[config.mk]
export PLATFORM = sky130hd
export DESIGN_NAME = if_fetch_queue
export DESIGN_NICKNAME = d
export VERILOG_FILES = /design/src/rtl/riscv_pl_pkg.sv /design/src/rtl/if_fetch_queue_fifo.sv /design/src/rtl/if_fetch_queue.sv
export SDC_FILE = /design/constraint.sdc
export NUM_CORES = 1
export LEC_CHECK = 0
export ABC_AREA = 1
export CORE_ASPECT_RATIO = 1.5
export CORE_MARGIN = 4
export CORE_UTILIZATION = 49
export CTS_CLUSTER_DIAMETER = 50
export CTS_CLUSTER_SIZE = 12
export DETAILED_ROUTE_END_ITERATION = 8
export HOLD_SLACK_MARGIN = 0.06
export MAX_ROUTING_LAYER = met4
export PLACE_DENSITY = 0.69
export SYNTH_ARGS = -nofsm -noshare
export SYNTH_HDL_FRONTEND = slang
export SYNTH_SLANG_ARGS = --single-unit
export TNS_END_PERCENT = 50
[constraint.sdc]
create_clock -name clk -period 11.9 [get_ports clk]
set_input_delay 2.38 -clock clk [delete_from_list [all_inputs] [get_ports clk]]
set_output_delay 2.38 -clock clk [all_outputs]
set_load 0.005 [all_outputs]
[src/rtl/riscv_pl_pkg.sv]
// ---------------------------------------------------------------------------
// riscv_pl_pkg
// Shared types and constants for the pipelined RV32I fetch path.
//   XLEN        datapath width
//   NOP_INST    canonical NOP (addi x0, x0, 0) shown to decode when idle
//   fq_state_t  fetch-queue control states
//   fq_entry_t  one buffered fetch: {pc, inst}
// ---------------------------------------------------------------------------
package riscv_pl_pkg;

    localparam int unsigned XLEN = 32;
    localparam logic [XLEN-1:0] NOP_INST = 32'h0000_0013;

    typedef enum logic [1:0] {
        RUN   = 2'd0,
        STALL = 2'd1,
        FLUSH = 2'd2
    } fq_state_t;

    typedef struct packed {
        logic [XLEN-1:0] pc;
        logic [XLEN-1:0] inst;
    } fq_entry_t;

    // Next sequential word address; wraps naturally at 2^32.
    function automatic logic [XLEN-1:0] pc_next(input logic [XLEN-1:0] pc);
        return pc + XLEN'(4);
    endfunction

endpackage : riscv_pl_pkg

[src/rtl/if_fetch_queue_fifo.sv]
// ---------------------------------------------------------------------------
// fq_fifo
// Synchronous DEPTH x fq_entry_t FIFO used as the fetch buffer.
//   clk, rst     clock, synchronous active-high reset
//   push         write push_data at the tail
//   pop          drop the head entry
//   clear        synchronous flush of all entries (wins over push/pop)
//   push_data    entry to write
//   head         current head entry (meaningful when count != 0)
//   count        number of valid entries, 0..DEPTH
// DEPTH must be a power of two so the pointers wrap without compare logic.
// ---------------------------------------------------------------------------
module fq_fifo
    import riscv_pl_pkg::*;
#(
    parameter int unsigned DEPTH = 4,
    parameter int unsigned CW    = 3
) (
    input  logic          clk,
    input  logic          rst,
    input  logic          push,
    input  logic          pop,
    input  logic          clear,
    input  fq_entry_t     push_data,
    output fq_entry_t     head,
    output logic [CW-1:0] count
);

    localparam int unsigned AW = $clog2(DEPTH);

    fq_entry_t     mem [DEPTH];
    logic [AW-1:0] wr_ptr;
    logic [AW-1:0] rd_ptr;

    // Pointer and occupancy tracking.
    always_ff @(posedge clk) begin
        if (rst || clear) begin
            wr_ptr <= '0;
            rd_ptr <= '0;
            count  <= '0;
        end else begin
            if (push) begin
                wr_ptr <= wr_ptr + AW'(1);
            end
            if (pop) begin
                rd_ptr <= rd_ptr + AW'(1);
            end
            case ({push, pop})
                2'b10:   count <= count + CW'(1);
                2'b01:   count <= count - CW'(1);
                default: count <= count;
            endcase
        end
    end

    // Storage is not reset; occupancy alone qualifies the contents.
    always_ff @(posedge clk) begin
        if (push && !clear && !rst) begin
            mem[wr_ptr] <= push_data;
        end
    end

    assign head = mem[rd_ptr];

    a_no_overflow : assert property (@(posedge clk) disable iff (rst)
        !(push && !pop && !clear && (count == CW'(DEPTH))));

    a_no_underflow : assert property (@(posedge clk) disable iff (rst)
        !(pop && !clear && (count == '0)));

endmodule : fq_fifo

[src/rtl/if_fetch_queue.sv]
// ---------------------------------------------------------------------------
// if_fetch_queue
// Fetch stage between a fixed 1-cycle-latency instruction memory and decode.
// Generates sequential fetch PCs, reserves buffer space at request time,
// buffers returned words and hands {pc, inst} to decode over valid/ready.
// A redirect (fq_flush) restarts fetch at fq_flush_pc and drops stale words.
//
// Ports
//   clk, rst      clock, synchronous active-high reset
//   fq_imem_req   imem read request this cycle
//   fq_imem_addr  imem byte address of the request (held when idle)
//   fq_imem_inst  imem read data, one cycle after the request
//   fq_flush      redirect from execute
//   fq_flush_pc   redirect target (word aligned)
//   fq_valid      fq_inst/fq_pc carry a valid instruction
//   fq_ready      decode accepts the word this cycle
//   fq_inst       instruction to decode (NOP when idle)
//   fq_pc         PC of fq_inst (0 when idle)
//
// Configuration
//   FQ_BYPASS_EN  when defined, a response arriving at an empty buffer is
//                 forwarded to decode in the same cycle (and not stored if
//                 taken). When undefined, every word passes through the
//                 buffer and the decode outputs come straight from flops.
// ---------------------------------------------------------------------------
module if_fetch_queue
    import riscv_pl_pkg::*;
#(
    parameter int unsigned     DEPTH    = 4,
    parameter logic [XLEN-1:0] RESET_PC = 32'h0000_0000
) (
    input  logic            clk,
    input  logic            rst,
    output logic            fq_imem_req,
    output logic [XLEN-1:0] fq_imem_addr,
    input  logic [XLEN-1:0] fq_imem_inst,
    input  logic            fq_flush,
    input  logic [XLEN-1:0] fq_flush_pc,
    output logic            fq_valid,
    input  logic            fq_ready,
    output logic [XLEN-1:0] fq_inst,
    output logic [XLEN-1:0] fq_pc
);

    localparam int unsigned CW = $clog2(DEPTH + 1);
    localparam logic [CW:0] FULL = (CW + 1)'(DEPTH);

    fq_state_t       state_q;
    fq_state_t       state_nxt;

    logic [XLEN-1:0] fetch_pc_q;
    logic [XLEN-1:0] req_pc_q;
    logic            pending_q;
    logic            discard_q;

    logic [CW-1:0]   count;
    fq_entry_t       head;
    fq_entry_t       resp_entry;

    logic [CW:0]     inflight;
    logic            fifo_empty;
    logic            resp_ok;
    logic            bypass;
    logic            fifo_push;
    logic            fifo_pop;
    logic            pop_any;
    logic            issue;

    // Words already held plus the one on its way back; space is reserved at issue.
    assign inflight   = {1'b0, count} + (CW + 1)'(pending_q);
    assign fifo_empty = (count == '0);
    assign resp_ok    = pending_q && !discard_q;

`ifdef FQ_BYPASS_EN
    assign bypass = resp_ok && fifo_empty;
`else
    assign bypass = 1'b0;
`endif

    // Decode-side view: buffer head first, else the forwarded response, else NOP.
    assign fq_valid = !fifo_empty || bypass;
    assign fq_inst  = !fifo_empty ? head.inst :
                      bypass      ? fq_imem_inst : NOP_INST;
    assign fq_pc    = !fifo_empty ? head.pc :
                      bypass      ? req_pc_q : '0;

    // A redirect overrides any handshake in the same cycle.
    assign pop_any   = fq_valid && fq_ready && !fq_flush;
    assign fifo_pop  = !fifo_empty && fq_ready && !fq_flush;
    assign fifo_push = resp_ok && !fq_flush && !(bypass && fq_ready);

    assign resp_entry = '{pc: req_pc_q, inst: fq_imem_inst};

    fq_fifo #(
        .DEPTH (DEPTH),
        .CW    (CW)
    ) u_fifo (
        .clk       (clk),
        .rst       (rst),
        .push      (fifo_push),
        .pop       (fifo_pop),
        .clear     (fq_flush),
        .push_data (resp_entry),
        .head      (head),
        .count     (count)
    );

    // FSM: state register.
    always_ff @(posedge clk) begin
        if (rst) begin
            state_q <= RUN;
        end else begin
            state_q <= state_nxt;
        end
    end

    // FSM: next state. A redirect is taken from any state.
    always_comb begin
        state_nxt = state_q;
        if (fq_flush) begin
            state_nxt = FLUSH;
        end else begin
            case (state_q)
                RUN:     if ((inflight == FULL) && !pop_any) state_nxt = STALL;
                STALL:   if (pop_any) state_nxt = RUN;
                FLUSH:   state_nxt = RUN;
                default: state_nxt = RUN;
            endcase
        end
    end

    // FSM: outputs. The cycle after a redirect fetches the target at once,
    // so FLUSH issues exactly like RUN (the buffer is empty by then).
    always_comb begin
        issue = 1'b0;
        if (!rst && !fq_flush && (state_q != STALL) && (inflight < FULL)) begin
            issue = 1'b1;
        end
    end

    assign fq_imem_req  = issue;
    assign fq_imem_addr = fetch_pc_q;

    // Fetch PC, in-flight tracking and stale-response suppression.
    always_ff @(posedge clk) begin
        if (rst) begin
            fetch_pc_q <= RESET_PC;
            req_pc_q   <= RESET_PC;
            pending_q  <= 1'b0;
            discard_q  <= 1'b0;
        end else begin
            pending_q <= issue;
            discard_q <= fq_flush && pending_q;
            if (fq_flush) begin
                fetch_pc_q <= fq_flush_pc;
            end else if (issue) begin
                fetch_pc_q <= pc_next(fetch_pc_q);
                req_pc_q   <= fetch_pc_q;
            end
        end
    end

    a_addr_aligned : assert property (@(posedge clk) disable iff (rst)
        fq_imem_req |-> (fq_imem_addr[1:0] == 2'b00));

    a_flush_aligned : assert property (@(posedge clk) disable iff (rst)
        fq_flush |-> (fq_flush_pc[1:0] == 2'b00));

endmodule : if_fetch_queue

Word level (Yosys, flattened, before mapping)

Memory sizes are Yosys's and may differ from the RTL's. A register that Yosys moved wholly into a read port is not among the register bits.
Index checks and enable logic that the tools add are counted.

$add $sub $neg: 6
Magnitude comparators: 1
Eq/ne operators: 9
Muxes and demuxes: 14
Bitwise operators: 1
Reduce and logical (&&, ||, !) cells: 25

Operator list:

| cell                                                                    | number |
|---|---|
| 32-bit 2-to-1 mux                                                       | 4 |
| 32-bit by 3-bit adder with 32-bit output, second input constant         | 1 |
| 1-bit logical AND                                                       | 11 |
| 2-bit 2-to-1 mux                                                        | 5 |
| 3-bit inequality test, second input constant                            | 2 |
| 3-bit one-hot mux with 2 select lines                                   | 1 |
| 2-bit AND reduction                                                     | 3 |
| 1-bit logical NOT                                                       | 5 |
| 2-bit by 1-bit adder with 2-bit output, second input constant           | 2 |
| 3-bit by 1-bit adder with 4-bit output                                  | 1 |
| 2-bit by 1-bit == test with 1-bit output, second input constant         | 2 |
| 4-bit by 3-bit == test with 1-bit output, second input constant         | 1 |
| 4-bit by 3-bit < comparator with 1-bit output, second input constant    | 1 |
| 2-bit inequality test, second input constant                            | 2 |
| 2-bit one-hot mux with 2 select lines                                   | 1 |
| 2-bit nonzero test                                                      | 2 |
| 3-bit by 1-bit adder with 3-bit output, second input constant           | 1 |
| 3-bit logical NOT                                                       | 1 |
| 1-bit 2-to-1 mux                                                        | 3 |
| 3-bit by 1-bit subtractor with 3-bit output, second input constant      | 1 |
| 2-bit == test, second input constant                                    | 1 |
| 2-bit logical NOT                                                       | 1 |
| 2-bit by 1-bit inequality test with 1-bit output, second input constant | 1 |
| 2-bit OR reduction                                                      | 1 |
| other kinds (2)                                                         | 2 |

Flip-flop bits (word level): 75
RAM bits: 256
Input bits: 68
Output and inout bits: 98
Word-level logic and storage cells: 66
Memories kept: 1

Memories:

| memory     | depth | width | read ports | clocked after memory_dff | write ports | line                      | RTL |
|---|---|---|---|---|---|---|---|
| u_fifo.mem | 4     | 64    | 1          | 1                        | 1           | if_fetch_queue_fifo.sv:31 | `fq_entry_t mem [DEPTH];` |

Depth between registers and ports, before layout

Depth after elaboration: 9
Gate-level depth with buffers: 10

Cells and area by module

A second synthesis with hierarchy kept.

Cell total of the unflattened synthesis: 1353
Area, all modules: 14019.7 um^2

Modules (own cells, without submodules):

| module         | times used | cells each | area an instance (um^2) |
|---|---|---|---|
| fq_fifo        | 1          | 676        | 9939.5 |
| if_fetch_queue | 1          | 677        | 4080.2 |

Worst setup path before layout

No wires, ideal clock.

Path type: input port to flip-flop
Start point: input rst
End point: memory u_fifo.mem[0][0] (netlist bit) (enable)
Setup time: 0.486 ns
Data arrival time: 5.687 ns
Required time: 11.414 ns
Path slack: 5.727 ns
Stages: 5
Path through: buf_2 -> nor2_2 -> clkbuf_1 -> nand2_1 -> nor2_1

Word-level cells in the longest chain between the ends: 4

RTL lines:

| item                                   | line                      | RTL |
|---|---|---|
| start, declared                        | if_fetch_queue.sv:33      | `input logic rst,` |
| 1-bit logical NOT                      | if_fetch_queue_fifo.sv:58 | `if (push && !clear && !rst) begin` |
| 1-bit logical AND                      | if_fetch_queue_fifo.sv:58 |  |
| 1-bit 2-to-1 mux                       | if_fetch_queue_fifo.sv:58 |  |
| 1-bit 2-to-1 mux (not written as such) | if_fetch_queue_fifo.sv:59 | `mem[wr_ptr] <= push_data;` |
| end, declared                          | if_fetch_queue_fifo.sv:31 |  |

Every way passes these cells.

Worst setup path after layout

Start point: input rst
End point: output fq_imem_req

Word-level cells in the longest chain between the ends: 5

RTL lines:

| item                            | line                  | RTL |
|---|---|---|
| 1-bit logical NOT               | if_fetch_queue.sv:136 | `if (!rst && !fq_flush && (state_q != STALL) && (inflight < FULL)) begin` |
| 1-bit logical AND (3 in series) | if_fetch_queue.sv:136 |  |
| 1-bit 2-to-1 mux                | if_fetch_queue.sv:136 |  |
| end, declared                   | if_fetch_queue.sv:34  | `output logic fq_imem_req,` |

Every way passes these cells.

==> flow_summary.toml <==
[status]
outcome = "finished clean"

[placed_design]
dp_hpwl_um = 19050
io_buffers = 165
routabilityCongestion = 0.8855

[worst_setup_path]
crit_arrival_ns = 4.83
crit_family = "buffers and inverters"
startpoint_type = "input port"
rr_startpoint = "u_fifo.count[0]"
r2r-end = "fq_imem_addr[12]"
critPathMaxFanout = 48
r2r_cells = 10
reg2reg_slack_ns = 9.25
cpMostUsedCell = "clkdlybuf4s50_1"
cp_cell_sequence = "clkdlybuf4s50_1, buf_4, nor2_2, nand3_2, nor2_8, clkdlybuf4s50_1"
worstPathRequired_ns = 9.52
path_buf_inv = 3
critPathCaptureType = "output pin"
crit_slowest_cell = "clkdlybuf4s50_1"
slowest_delay_ns = 0.63
worstSetupPathType = "in2out"

[yosys]
ys_seq_area_share_pct = 66.73
synth.area.top_cells = "edfxtp_1 (56%), dfxtp_1 (11%), nor2_1 (9.0%)"
yosys_register_bits = 333
yosys-top-cells-count = "nor2_1 (332), edfxtp_1 (256), o21ai_0 (160), nand2_1 (150), a21oi_1 (102)"
ys_async_sr_fraction_pct = 0
yosys_warnings = 0
synth_edf_count = 256
avgSynthCellArea_um2 = 10.28
yosys.area.top_type = "edfxtp_1"
synth_fp_nets = 1422
synth_top_cell_area_share_pct = 55.58
synth_cell_types = 36
syn-cell-area_um2 = 13830
synth_flop_cell = "edfxtp_1"
yosysMostFrequentCell = "nor2_1"
netlist_instances = 1345

[clock_tree]
insertion_delay_ns = 0.56
clock-sinks = 333
clk_path_buf_depth = 3
cts_root_buffer = "clkbuf_16"
numCtsBuffers = 31
clkTransAtPathRegs_ns = 0.07
hold_buffers = 0
cts_resized = 0
cts_tree = "done"
htree_levels = 1
cts_setup_buffers = 0

[route]
dr.pass1.iters = 5
route.detailed.drc = 0
vias = 9875
antenna_left = 0
routed_wl_um = 32200
wl_per_cell_um = 17.38
avgViaCountPerCell = 5.329
initialDrtViolationCount = 608

[global_route]
grt_pass1_vias = 9724
track_usage_pct = 20.90
grt_max_degree = 79
grt-ovfl-total = 0
antenna_found_initial = 0
grt_pass1_wl_um = 50390

[power_and_ir_drop]
peakVddDrop_v = 0.00009865
power_density_nw_per_um2 = 138.8
power_leakage_nw = 5.763

[floorplan]
rows = 75
core-area_um2 = 27870
die_height_um = 213.8
io_pins = 166
dieArea_um2 = 31030
chipWidth_um = 145.2
start_util_pct = 49.63

[hold_path]
whs_path_depth = 2
hold_class = "reg2reg"
min_from = "u_fifo.rd_ptr[1]"

[final_layout]
antenna_cells = 0
final_nets = 1560
utilization_pct = 59.52
fillCellCount = 2314
seqCellArea_um2 = 9234
multi_input_area_um2 = 4011
syn_to_final_growth_pct = 19.94
drive_above_1_share_pct = 4.844

[timing]
clock_skew_ns = 0.01672
rsz0062_at_grt = "no"
drv_slew = 0
fmaxAchievable_mhz = 138.7
slew_headroom_pct = 33.34
finalSetupViolations = 0
fin_crit_sh_pct = 60.59
fin_setup_tns_ns = 0
period_needed_ns = 7.210
tightest_slew_ns = 0.9999
hold_viol_final = 0

[run]
max_cap_violations = 0
## area by class of cell
class                           instances  area share, %
Sequential cell                       333          55.66
Multi-Input combinational cell        863          24.18
Timing Repair Buffer                  177          10.50
Clock buffer                           55          5.219
Tap cell                              346          2.610
Inverter                               77          1.742
Clock inverter                          2        0.08297
## cells by family after synthesis
family / share of synthesized area (%)
AO/OA/AOI/OAI: 11.01
AND/OR/NAND/NOR: 16.39
flip-flops: 66.73
XOR/XNOR: 0.5157
buffers and inverters: 4.487
adder cells (fa/ha/maj): 0.8685
## cell usage in the layout, fill, tap and decap left out, drive strengths merged
cell / Yosys / routed
clkinv: 0 / 1
clkdlybuf4s50: 0 / 165
ha: 8 / 8
a211oi: 13 / 13
inv: 77 / 78
a21oi: 105 / 105
nand2: 152 / 152
fa: 1 / 1
o22ai: 1 / 1
xnor2: 1 / 1
o21ai: 163 / 163
xor2: 5 / 5
clkbuf: 40 / 55
a31oi: 4 / 4
edfxtp: 256 / 256
a22oi: 2 / 2
nand3b: 1 / 1
dfxtp: 77 / 77
and2: 2 / 2
o311ai: 3 / 3
nor3: 5 / 5
nor2: 341 / 341
buf: 32 / 12
nand3: 53 / 53
nand4: 3 / 3
## sequential cells by signal, summed over array words and instances (netlist names), named ones only
signal and cells:
u_fifo.count 3, pending_q 1, u_fifo.rd_ptr 2, state_q 2, u_fifo.wr_ptr 2, u_fifo.mem 256, discard_q 1, req_pc_q 32
fq_imem_addr 32
## worst register-to-register path, delay by kind of cell, from the launching register on
| family | cells | cell delay, ns |
|---|---|---|
| buffers and inverters | 1 | 0.54 |
| DFF | 1 | 0.44 |
| and+or+nand+nor | 6 | 0.90 |
| adders and majority gates | 2 | 0.51 |
| xor gates and xnor gates | 1 | 0.14 |
## worst max-delay path by stage
| stage | endpoint | slack (ns) | cells after the start | from |
|---|---|---|---|---|
| 2_1_floorplan | u_fifo.mem[0][0] | 5.73 | 5 | rst |
| 3_3_place_gp | fq_imem_req | 4.74 | 6 | rst |
| 3_5_place_dp | fq_imem_req | 4.70 | 6 | rst |
| 4_1_cts | fq_imem_req | 4.69 | 6 | rst |
| 5_1_grt | fq_imem_req | 4.53 | 6 | rst |
| 6_report | fq_imem_req | 4.69 | 6 | rst |
## per-stage QoR
step | hold WS [ns] | instances | setup slack (ns) | power [mW] | area [um^2]
2_1_floorplan | 0.4343 | 1345 | 5.727 | 1.371 | 13830
3_3_place_gp | 0.4575 | 1796 | 4.743 | 1.443 | 15710
3_5_place_dp | 0.4527 | 1796 | 4.703 | 1.446 | 15710
4_1_cts | 0.4648 | 1853 | 4.694 | 2.324 | 16590
5_1_grt | 0.4996 | 1853 | 4.525 | 2.385 | 16590
6_report | 0.4619 | 1853 | 4.690 | 2.302 | 16590
## where the power goes
group          switching, mW  internal, mW  leakage [nW]
Clock                  0.393         0.487         0.419
Sequential            0.0229          1.27          2.98
Combinational         0.0666        0.0608          2.37
## metal layers
layer	vias up	routed length (um)	track usage, %
met5	-	0	-
met4	0	808	7.014
met3	45	1331	2.326
met2	271	16870	38.34
met1	4697	13200	24.11
li1	4862	-	-
Power figures use the tool's default switching activity.
